$ cat config.mk
export PLATFORM = sky130hd
export DESIGN_NAME = icache_meta_array
export DESIGN_NICKNAME = d
export VERILOG_FILES = /design/src/rtl/icache_pkg.sv /design/src/rtl/icache_meta_way.sv /design/src/rtl/icache_meta_array.sv
export SDC_FILE = /design/constraint.sdc
export NUM_CORES = 1
export LEC_CHECK = 0
export ABC_CLOCK_PERIOD_IN_PS = 3300
export CAP_MARGIN = 20
export CORE_UTILIZATION = 55
export CTS_CLUSTER_SIZE = 10
export DETAILED_ROUTE_END_ITERATION = 10
export PLACE_DENSITY = 0.8
export SYNTH_ARGS = -nofsm -noshare
export SYNTH_HDL_FRONTEND = slang
export SYNTH_SLANG_ARGS = --single-unit
$ cat constraint.sdc
create_clock -name clk -period 3.3 [get_ports clk]
set_clock_uncertainty 0.2 [all_clocks]
set_input_delay 0.825 -clock clk [delete_from_list [all_inputs] [get_ports clk]]
set_output_delay 0.825 -clock clk [all_outputs]
set_load 0.1 [all_outputs]
$ cat src/rtl/icache_pkg.sv
// Shared I-cache definitions: index width, metadata width, sweep FSM
// states and a constant-foldable clog2 helper.
// I_INDEX_WIDTH may be supplied on the command line; it defaults to 4.
`ifndef I_INDEX_WIDTH
`define I_INDEX_WIDTH 4
`endif

package icache_pkg;

  localparam int unsigned I_INDEX_WIDTH = `I_INDEX_WIDTH;
  localparam int unsigned META_DW       = 2;

  typedef enum logic {
    SWEEP = 1'b0,
    IDLE  = 1'b1
  } meta_state_e;

  function automatic int unsigned clog2(input int unsigned n);
    int unsigned r;
    r = 0;
    while ((32'd1 << r) < n) r++;
    return r;
  endfunction

endpackage

$ cat src/rtl/icache_meta_way.sv
// One way of the metadata array: NUM entries of EW bits, a single write
// port and an asynchronous read of the addressed entry. Contents are not
// reset; the owning array clears them with its invalidate sweep.
module icache_meta_way #(
  parameter int unsigned EW  = 2,
  parameter int unsigned AW  = 4,
  parameter int unsigned NUM = 16
) (
  input  logic          clk,
  input  logic          we,
  input  logic [AW-1:0] addr,
  input  logic [EW-1:0] wdata,
  output logic [EW-1:0] rdata
);

  logic [EW-1:0] mem [NUM];

  // Storage write on the addressed entry.
  always_ff @(posedge clk) begin
    if (we) mem[addr] <= wdata;
  end

  assign rdata = mem[addr];

endmodule

$ cat src/rtl/icache_meta_array.sv
// N-way I-cache metadata array with registered all-way read, per-way
// write and a full invalidate sweep after reset or on inv_req.
// Optional feature macro: ICACHE_META_PARITY_EN adds a parity bit per
// entry and the per-way par_err output.
module icache_meta_array
  import icache_pkg::*;
#(
  parameter int unsigned DW   = META_DW,
  parameter int unsigned AW   = I_INDEX_WIDTH,
  parameter int unsigned NUM  = (32'd1 << AW),
  parameter int unsigned WAYS = 4,
  parameter int unsigned WW   = (clog2(WAYS) < 1) ? 1 : clog2(WAYS)
) (
  input  logic               clk,
  input  logic               rst_n,
  input  logic               en,
  input  logic               we,
  input  logic [AW-1:0]      index,
  input  logic [WW-1:0]      way,
  input  logic [DW-1:0]      din,
  input  logic               inv_req,
  output logic [WAYS*DW-1:0] dout,
  output logic               dout_valid,
  output logic               busy
`ifdef ICACHE_META_PARITY_EN
  ,
  output logic [WAYS-1:0]    par_err
`endif
);

`ifdef ICACHE_META_PARITY_EN
  localparam int unsigned EW = DW + 1;
`else
  localparam int unsigned EW = DW;
`endif

  meta_state_e        state, state_nx;
  logic [AW-1:0]      cnt, cnt_nx;
  logic               access;
  logic               rd_req;
  logic [AW-1:0]      addr;
  logic [EW-1:0]      wdata;
  logic [WAYS-1:0]    way_we;
  logic [EW-1:0]      rdata [WAYS];
  logic [WAYS*DW-1:0] rd_bus;

  // inv_req takes priority over any access presented in the same cycle.
  assign access = (state == IDLE) && en && !inv_req;
  assign rd_req = access && !we;
  assign busy   = (state == SWEEP);
  assign addr   = (state == SWEEP) ? cnt : index;

  // Sweep state and counter registers.
  always_ff @(posedge clk or negedge rst_n) begin
    if (!rst_n) begin
      state <= SWEEP;
      cnt   <= '0;
    end else begin
      state <= state_nx;
      cnt   <= cnt_nx;
    end
  end

  // Sweep sequencing: one set per edge, restart on inv_req.
  always_comb begin
    state_nx = state;
    cnt_nx   = cnt;
    unique case (state)
      SWEEP: begin
        if (inv_req) begin
          cnt_nx = '0;
        end else if (cnt == AW'(NUM - 1)) begin
          cnt_nx   = '0;
          state_nx = IDLE;
        end else begin
          cnt_nx = cnt + AW'(1);
        end
      end
      IDLE: begin
        if (inv_req) begin
          state_nx = SWEEP;
          cnt_nx   = '0;
        end
      end
    endcase
  end

  // Write data and per-way write enables; a way code >= WAYS matches nothing.
  always_comb begin
    wdata  = '0;
    way_we = '0;
    if (state == IDLE) begin
`ifdef ICACHE_META_PARITY_EN
      wdata = {^din, din};
`else
      wdata = din;
`endif
    end
    for (int unsigned w = 0; w < WAYS; w++) begin
      way_we[w] = (state == SWEEP) || (access && we && (way == WW'(w)));
    end
  end

  for (genvar w = 0; w < WAYS; w++) begin : g_way
    icache_meta_way #(
      .EW (EW),
      .AW (AW),
      .NUM(NUM)
    ) u_way (
      .clk  (clk),
      .we   (way_we[w]),
      .addr (addr),
      .wdata(wdata),
      .rdata(rdata[w])
    );
  end

  // Pack the data field of every way into the read bus.
  always_comb begin
    rd_bus = '0;
    for (int unsigned w = 0; w < WAYS; w++) begin
      rd_bus[w*DW +: DW] = rdata[w][DW-1:0];
    end
  end

`ifdef ICACHE_META_PARITY_EN
  logic [WAYS-1:0] perr;

  // Per-way parity recheck of the addressed entries.
  always_comb begin
    perr = '0;
    for (int unsigned w = 0; w < WAYS; w++) begin
      perr[w] = (^rdata[w][DW-1:0]) != rdata[w][DW];
    end
  end

  // Parity error flags, valid only alongside read data.
  always_ff @(posedge clk or negedge rst_n) begin
    if (!rst_n) par_err <= '0;
    else        par_err <= rd_req ? perr : '0;
  end
`endif

  // Output register: dout updates only on reads and holds otherwise.
  always_ff @(posedge clk or negedge rst_n) begin
    if (!rst_n) begin
      dout       <= '0;
      dout_valid <= 1'b0;
    end else begin
      dout_valid <= rd_req;
      if (rd_req) dout <= rd_bus;
    end
  end

endmodule
# Word-level counts from Yosys, hierarchy flattened
# Memory sizes are Yosys's and may differ from the RTL's. A register that Yosys moved wholly into a read port is not among the register bits.
# Index checks and enable logic that the tools add are counted.
# classes
add_sub_neg	1
eq_ne	5
mux	18
bitwise_logic	1
n_reduce_logical	19
# op_table
operator	n
4-bit two-way mux	4
1-bit two-way mux	11
1-bit logical AND	8
4-bit case mux with 2 select lines	1
1-bit zero test	6
4-bit by 1-bit adder with 4-bit output (second input constant)	1
2-bit == test (second input constant)	2
4-bit == test (second input constant)	1
1-bit logical OR	4
2-bit by 1-bit == test with 1-bit output (second input constant)	1
2-bit zero test	1
2-bit two-way mux	1
2-bit inequality test (second input constant)	1
1-bit case mux with 2 select lines	1
1-bit NOT	1
# totals
ff_bits	6
ram_bits	128
in_bits	13
output_inout_bits	10
wordCells	51
mem_count	4
# mem_list
memory	words	word_bits	rd	rd_ports_with_merged_regs	write_ports	line_no	source
g_way[0].u_way.mem	16	2	1	1	1	icache_meta_way.sv:16	logic [EW-1:0] mem [NUM];
g_way[1].u_way.mem	16	2	1	1	1	icache_meta_way.sv:16	
g_way[2].u_way.mem	16	2	1	1	1	icache_meta_way.sv:16	
g_way[3].u_way.mem	16	2	1	1	1	icache_meta_way.sv:16	

# Depth between registers and ports, before layout
# Gate-level depths: netlist (run 1).
# depth
word_depth	7
depth_mapped	8
ltp_nobuf	5

# By module
# From an unflattened synthesis (run 1), not the netlist that was laid out.
# unflattened
cells_unflattened	371
area_unflattened_um2	6150.9
# by_module_without_submodules
mod	instances	cells_each	area_each_um2	seq_area_each_um2
icache_meta_way	4	78	1356.3	960.9
icache_meta_array	1	59	725.7	350.3

# Least setup slack after synthesis (run 1)
# No wires, ideal clock.
# synth_timing
path_kind	input-to-reg
startpoint	input port index[0]
endpoint	memory g_way[1].u_way.mem[1][0] (enable)
setup_time_ns	0.329
arrival_time_ns	2.021
required_time_ns	2.771
slack_ns	0.750
cell_stages	6
path_buffers	3
cell_sequence	buf_2 nand2_1 clkbuf_1 o22a_1 buf_2 nor3_1
# synth_between
elab_chain_len	1
# synth_rtl
element	line_no	source
start: declaration	icache_meta_array.sv:18	input logic [AW-1:0] index,
4-bit two-way mux	icache_meta_array.sv:51	assign addr = (state == SWEEP) ? cnt : index;
end: declaration	icache_meta_way.sv:16	
# Every way passes these cells.

# Worst setup path after layout (run 1)
# layout_timing
startpoint	input port index[0]
endpoint	memory g_way[0].u_way.mem[14][1] (enable)
# layout_between
elab_chain_len	1
# layout_rtl
element	line_no
4-bit two-way mux	icache_meta_array.sv:51
end: declaration	icache_meta_way.sv:16
# Every way passes these cells.

==> flow_summary_export.csv, run 1 <==
group,metric,value,unit
detailed_routing,ant_nets,0,
power,peakVddDrop,0.335,mV
sta,slew_headroom,0.455,
setup_path,r2r_cells,4,
die,core,12000,um^2
placed_design,dp_slack,0.0991,ns
min_path,hold_start,"dout[5]",
detailed_routing,avgViaCountPerCell,6.56,
clock_network,h-tree-depth,4,
min_path,hp-class,"flop to flop",
cells_and_area,nNetsFinal,592,
grt,grtUsageMet3,0.0568,
setup_path,worst-setup-path-type,"input pin to flop",
setup_path,reg2reg_to,"g_way[3].u_way.mem[1][1]",
job,maxCapViolations,0,
setup_path,crit_required,3.20,ns
grt,grt_first_pass_wirelength,24.7,mm
sta,worst_pin_slew,0.818,ns
detailed_routing,drt-initial-drc-count,486,
setup_path,reg2reg_from,"state",
sta,holdWs,0.368,ns
sta,finalSetupViolations,0,
yosys,syn_inst,549,
setup_path,timing.critical_path.cells,"clkdlybuf4s50_1 -> nor2b_1 -> a22o_2 -> nand2_1 -> nor2_1",
grt,globalRouteMet1Util,0.332,
setup_path,critPathTopFamily,"simple AND/OR/NAND/NOR gates",
yosys,synth.area.top_cells,"edfxtp_1, dfrtp_1, nor3_1",
sta,period_needed,2.79,ns
yosys,async_reset_ff_frac,0.0986,
setup_path,worstPathArrival,2.69,ns
yosys,synth_area,6770,um^2
setup_path,reg2reg_slack,0.61,ns
yosys,synth.largest_area_cell,"edfxtp_1",
clock_network,cts_max_path_buffers,2,
cells_and_area,mostFrequentLayoutCells,"edfxtp_1, nor3_1, buf_4",
clock_network,holdBufCountCts,0,
clock_network,clk_pin_slew,0.06,ns
die,dieArea,12800,um^2
placed_design,dp_hpwl,10.1,mm
sta,setup_slack,0.509,ns
placed_design,place.gp.congestion,0.849,
grt,antenna_found_initial,0,
cells_and_area,fillers,845,
setup_path,crit_slowest_cell,"clkdlybuf4s50_1",
detailed_routing,finalWirelength,15.7,mm
grt,grt_util_met2,0.426,
yosys,synth_cell_types,56,
grt,busiest_layer,"met2",
die,ios,23,
grt,gr-total-overflow,0,
clock_network,cts_tree,"done",
detailed_routing,dr.pass1.iters,6,
clock_network,postCtsSetupBuffers,0,
power,power_leakage,0.00265,uW
die,die_h,113,um
setup_path,cp-startpoint,"index[0]",
yosys,avgSynthCellArea,12.3,um^2
setup_path,cp.depth,5,
setup_path,critPathMaxFanout,13,
cells_and_area,layout-drive-gt1-share,0.162,
setup_path,cp-end-kind,"flop",
cells_and_area,area_delta_synth_final,15.0,%
sta,max_freq,0.358,GHz
yosys,ys_seq_area_frac,0.619,
sta,rsz0062_at_grt,"no",
setup_path,endpoint,"g_way[0].u_way.mem[14][1]",
die,initial_utilization,0.564,
detailed_routing,routedWlPerCell,21.2,um
grt,grt.total_usage,0.256,
yosys,syn_nets,563,
detailed_routing,drcViolationCount,0,
yosys,yosysWarnings,0,
status,status,"finished clean",
die,rows,40,
cells_and_area,final_common_cell,"edfxtp_1",
setup_path,critical_path.startpoint_type,"input pin",
detailed_routing,via_count,4838,
cells_and_area,insertedDiodeCount,0,
die,fp.dieW,113,um
yosys,ys_ff_latch,142,
clock_network,cts.sinks,142,
grt,first_global_vias,4734,
yosys,synth_top_area_frac,0.567,
power,finalPower,4330,uW
power,power_density,556,nW/um^2
sta,hold_viol_final,0,
yosys,synth_ff_type,"edfxtp_1",
sta,finalCritPeriodShare,0.846,
sta,drv_slew,0,
clock_network,cts_buffers,17,
clock_network,insertion_delay,0.41,ns
clock_network,cts_root_buf,"clkbuf_16",
placed_design,io_buffer_count,22,
clock_network,cts.repair.resized,0,
grt,grt_max_degree,61,
setup_path,critPathBufInv,1,
setup_path,slowest_delay,0.53,ns
sta,tns,0,ns
yosys,synth_edf_count,128,
[synthesized netlist by cell type, drive strengths merged (16+ instances only)]
cell type / instances
nor2: 29
nand2b: 17
nor2b: 17
nand2: 40
o22ai: 17
a22o: 17
a22oi: 16
buf: 38
edfxtp: 128
inv: 19
nor3: 49
[worst min-delay path, stage by stage, from the launching register on]
cell,delay [ns]
dfrtp_1,0.38
nor2_1,0.11
a41oi_1,0.05
[registers in the layout, indices dropped and copies added, names as in the netlist]
| register | cells |
|---|---|
| g_way.u_way.mem | 128 |
| state | 1 |
| cnt | 4 |
| dout_valid | 1 |
| dout | 8 |
[power breakdown]
group | switching (uW) | leakage (uW) | internal (uW) | total, uW
logic | 310 | 0.00101 | 171 | 481
clock network | 741 | 0.000280 | 1100 | 1840
registers | 25.5 | 0.00136 | 1990 | 2020
total | 1080 | 0.00265 | 3260 | 4330
[worst min-delay path by stage]
stage               endpoint  slack [ns]  depth (start not counted)
finish               dout[5]        0.37                          2
global route         dout[7]        0.39                          2
CTS                  dout[5]        0.37                          2
detailed placement   dout[5]        0.36                          2
global placement     dout[7]        0.36                          2
floorplan             cnt[0]        0.33                          0
[final cells by class]
type | instances | area (um^2) | area share
Clock buffer | 20 | 457 | 0.0586
Timing Repair Buffer | 59 | 518 | 0.0665
Clock inverter | 12 | 126 | 0.0162
Multi-Input combinational cell | 338 | 2230 | 0.287
Sequential cell | 142 | 4200 | 0.539
Tap cell | 147 | 184 | 0.0236
Inverter | 20 | 75.1 | 0.00964
[cells by family after synthesis]
kind of cell,count (synthesis),synth area share
AOI/OAI and AO/OA,149,0.180
DFF,142,0.619
adders and majority gates,1,0.00185
and+or+nand+nor,184,0.140
muxes,3,0.00443
buffers and inverters,69,0.0530
xor gates and xnor gates,1,0.00129
[metrics by stage]
stage / instance area [um^2] / utilization / std cells
after global placement: 7190 / 0.599 / 705
after global routing: 7790 / 0.648 / 738
final: 7790 / 0.648 / 738
after CTS: 7770 / 0.647 / 737
after floorplan: 6770 / - / 549
after detailed placement: 7190 / 0.599 / 705
[layer usage]
metal / up-vias / wire length [um]
met4: 0 / 337
met3: 23 / 1230
met5: - / 0
li1: 2197 / -
met1: 2370 / 6360
met2: 248 / 7730
No activity file was read; power rests on OpenSTA's default activity.
==> run 2, diff against run 1 <==
--- a/config.mk
+++ b/config.mk
@@ -5,7 +5,7 @@
 export SDC_FILE = /design/constraint.sdc
 export NUM_CORES = 1
 export LEC_CHECK = 0
-export ABC_CLOCK_PERIOD_IN_PS = 3300
+export ABC_CLOCK_PERIOD_IN_PS = 2600
 export CAP_MARGIN = 20
 export CORE_UTILIZATION = 55
 export CTS_CLUSTER_SIZE = 10
==> constraint.sdc (replaced) <==
create_clock -name clk -period 2.6 [get_ports clk]
set_clock_uncertainty 0.2 [all_clocks]
set_input_delay 0.65 -clock clk [delete_from_list [all_inputs] [get_ports clk]]
set_output_delay 0.65 -clock clk [all_outputs]
set_load 0.1 [all_outputs]
==> run 2 against run 1 <==
  * Power grew 29%
  * Register-to-register slack lost 0.53 ns
  * Non-clock buffer count grew 41
  * First-iteration DRC count shrank 7.0%
  * Design area grew 5.0%
  * Die area is the same
  * Largest cell class unchanged
==> flow_summary_export.csv, run 2 (synthesis gave the netlist of run 1 again) <==
group,metric,value,unit
min_path,hp-class,"input pin to asynchronous set/reset pin",
power,power_leakage,0.00288,uW
detailed_routing,dr.pass1.iters,5,
cells_and_area,nNetsFinal,633,
cells_and_area,area_delta_synth_final,20.7,%
setup_path,timing.critical_path.cells,"clkdlybuf4s50_1 -> nor2b_1 -> buf_4 -> buf_4 -> a32o_1 -> nor4_1 -> buf_4 -> o22a_1 -> a41oi_1",
power,finalPower,5570,uW
setup_path,worstPathArrival,2.61,ns
cells_and_area,largest_register_ffs,128,
status,status,"finished clean",
sta,hold_viol_final,0,
clock_network,cts_max_path_buffers,2,
setup_path,cp_common_cell,"buf_4",
clock_network,insertion_delay,0.43,ns
die,ios,23,
sta,finalCritPeriodShare,0.969,
clock_network,holdBufCountCts,0,
setup_path,slowest_delay,0.57,ns
sta,drv_slew,0,
cells_and_area,fin_util,0.681,
sta,finalSetupViolations,0,
die,dieArea,12800,um^2
cells_and_area,mostFrequentLayoutCells,"edfxtp_1, buf_4, nor3_1",
cells_and_area,final_common_cell,"edfxtp_1",
die,core,12000,um^2
placed_design,dp_hpwl,11.0,mm
sta,max_freq,0.397,GHz
detailed_routing,finalWirelength,17.1,mm
grt,grt_first_pass_wirelength,26.5,mm
power,p_sw_frac,0.255,
job,maxCapViolations,0,
power,p_int,4150,uW
die,rows,40,
detailed_routing,avgViaCountPerCell,6.53,
placed_design,place.gp.congestion,0.885,
clock_network,cts.sinks,142,
grt,first_global_vias,5000,
setup_path,worst-setup-path-type,"input pin to flop",
setup_path,crit_slowest_cell,"clkdlybuf4s50_1",
placed_design,dp_slack,-0.342,ns
placed_design,io_buffer_count,22,
clock_network,cts_tree,"done",
clock_network,clk_pin_slew,0.06,ns
placed_design,dp.cells,745,
power,clkPwrFrac,0.416,
sta,period_needed,2.52,ns
sta,rsz0062_at_grt,"no",
cells_and_area,insertedDiodeCount,0,
setup_path,crit_required,2.69,ns
grt,grt_max_degree,65,
die,initial_utilization,0.564,
grt,gr-total-overflow,0,
power,peakVddDrop,0.575,mV
clock_network,cts_root_buf,"clkbuf_16",
setup_path,critPathBufInv,4,
setup_path,critPathMaxFanout,5,
cells_and_area,top_register,"g_way.u_way.mem",
clock_network,h-tree-depth,4,
grt,grt.total_usage,0.283,
setup_path,critPathTopFamily,"buffers and inverters",
detailed_routing,via_count,5089,
sta,tns,0,ns
grt,antenna_found_initial,0,
detailed_routing,routedWlPerCell,21.9,um
power,power_density,681,nW/um^2
detailed_routing,drt-initial-drc-count,452,
detailed_routing,ant_nets,0,
setup_path,cp-end-kind,"flop",
die,die_h,113,um
power,seqPwrFrac,0.460,
clock_network,cts_buffers,17,
cells_and_area,largestRegisters,"g_way.u_way.mem (128), dout (8), cnt (4)",
power,switchingPower,1420,uW
die,fp.dieW,113,um
sta,setup_slack,0.0793,ns
sta,slew_headroom,0.650,
power,p_comb_frac,0.124,
cells_and_area,finalNonFillerCells,779,
detailed_routing,drcViolationCount,0,
setup_path,critical_path.startpoint_type,"input pin",
sta,worst_pin_slew,0.525,ns
cells_and_area,layout-drive-gt1-share,0.218,
[run 2: cell types whose count changed in the layout (fill, tap and decap cells not counted), moves of 2 or more]
cell	change
buf_12	+7
buf_4	+34
inv_4	+2
clkinvlp_4	-2
clkbuf_16	+2
clkbuf_8	-2
[run 2: worst paths after layout]
kind,from,endpoint,slack (ns),cells past startpoint
worst max-delay path,index[0],dout[1],0.08,9
worst min-delay path,rst_n,cnt[3],0.34,2
worst max register to register,state,dout[1],0.08,7
worst min register to register,dout[4],dout[4],0.38,2
max in group asynchronous,rst_n,cnt[1],1.67,2
min in group clk,dout[4],dout[4],0.38,2
[run 2: per-layer routing]
metal  global-route usage  part of all wire  up-vias
li1                     -                 -     2278
met1                0.361              0.40     2513
met2                0.453              0.49      244
met3               0.0573             0.065       54
met4                0.163             0.041        0
met5                    0                 0        -
[run 2: layout make-up]
| type | instances | area (um^2) |
|---|---|---|
| flip-flops and latches | 142 | 4200 |
| clock inverters | 12 | 96.3 |
| fillers | 805 | 3830 |
| well taps | 147 | 184 |
| multi-input cells | 338 | 2240 |
| repair buffers | 100 | 910 |
| inverters | 20 | 75.1 |
| clock buffers | 20 | 479 |
[run 2: power by group through the flow]
| stage | logic [uW] | registers [uW] | clock network (uW) |
|---|---|---|---|
| after CTS | 681 | 2560 | 2330 |
| after global placement | 654 | 2600 | 0 |
| after detailed placement | 671 | 2610 | 0 |
| after global routing | 731 | 2570 | 2420 |
| final | 693 | 2560 | 2320 |
| after floorplan | 359 | 2680 | 0 |
[run 2: per-stage QoR]
stage               area, um^2  hold WS (ns)
floorplan                 6770         0.154
global placement          7570         0.356
detailed placement        7570         0.355
CTS                       8140         0.333
global route              8180         0.344
finish                    8180         0.336
[run 2: timing repair]
action | CTS | global route
resized for setup | 0 | 3
setup buffers | 0 | 0
endpoints found under the setup margin | 0 | 2
[run 2: worst reg2reg max path, stage by stage (launching register included)]
cell and delay (ns):
dfrtp_1 0.67, nand2b_1 0.28, buf_4 0.27, o32ai_1 0.11
nor4_1 0.33, buf_4 0.17, o22a_1 0.21, a41oi_1 0.14
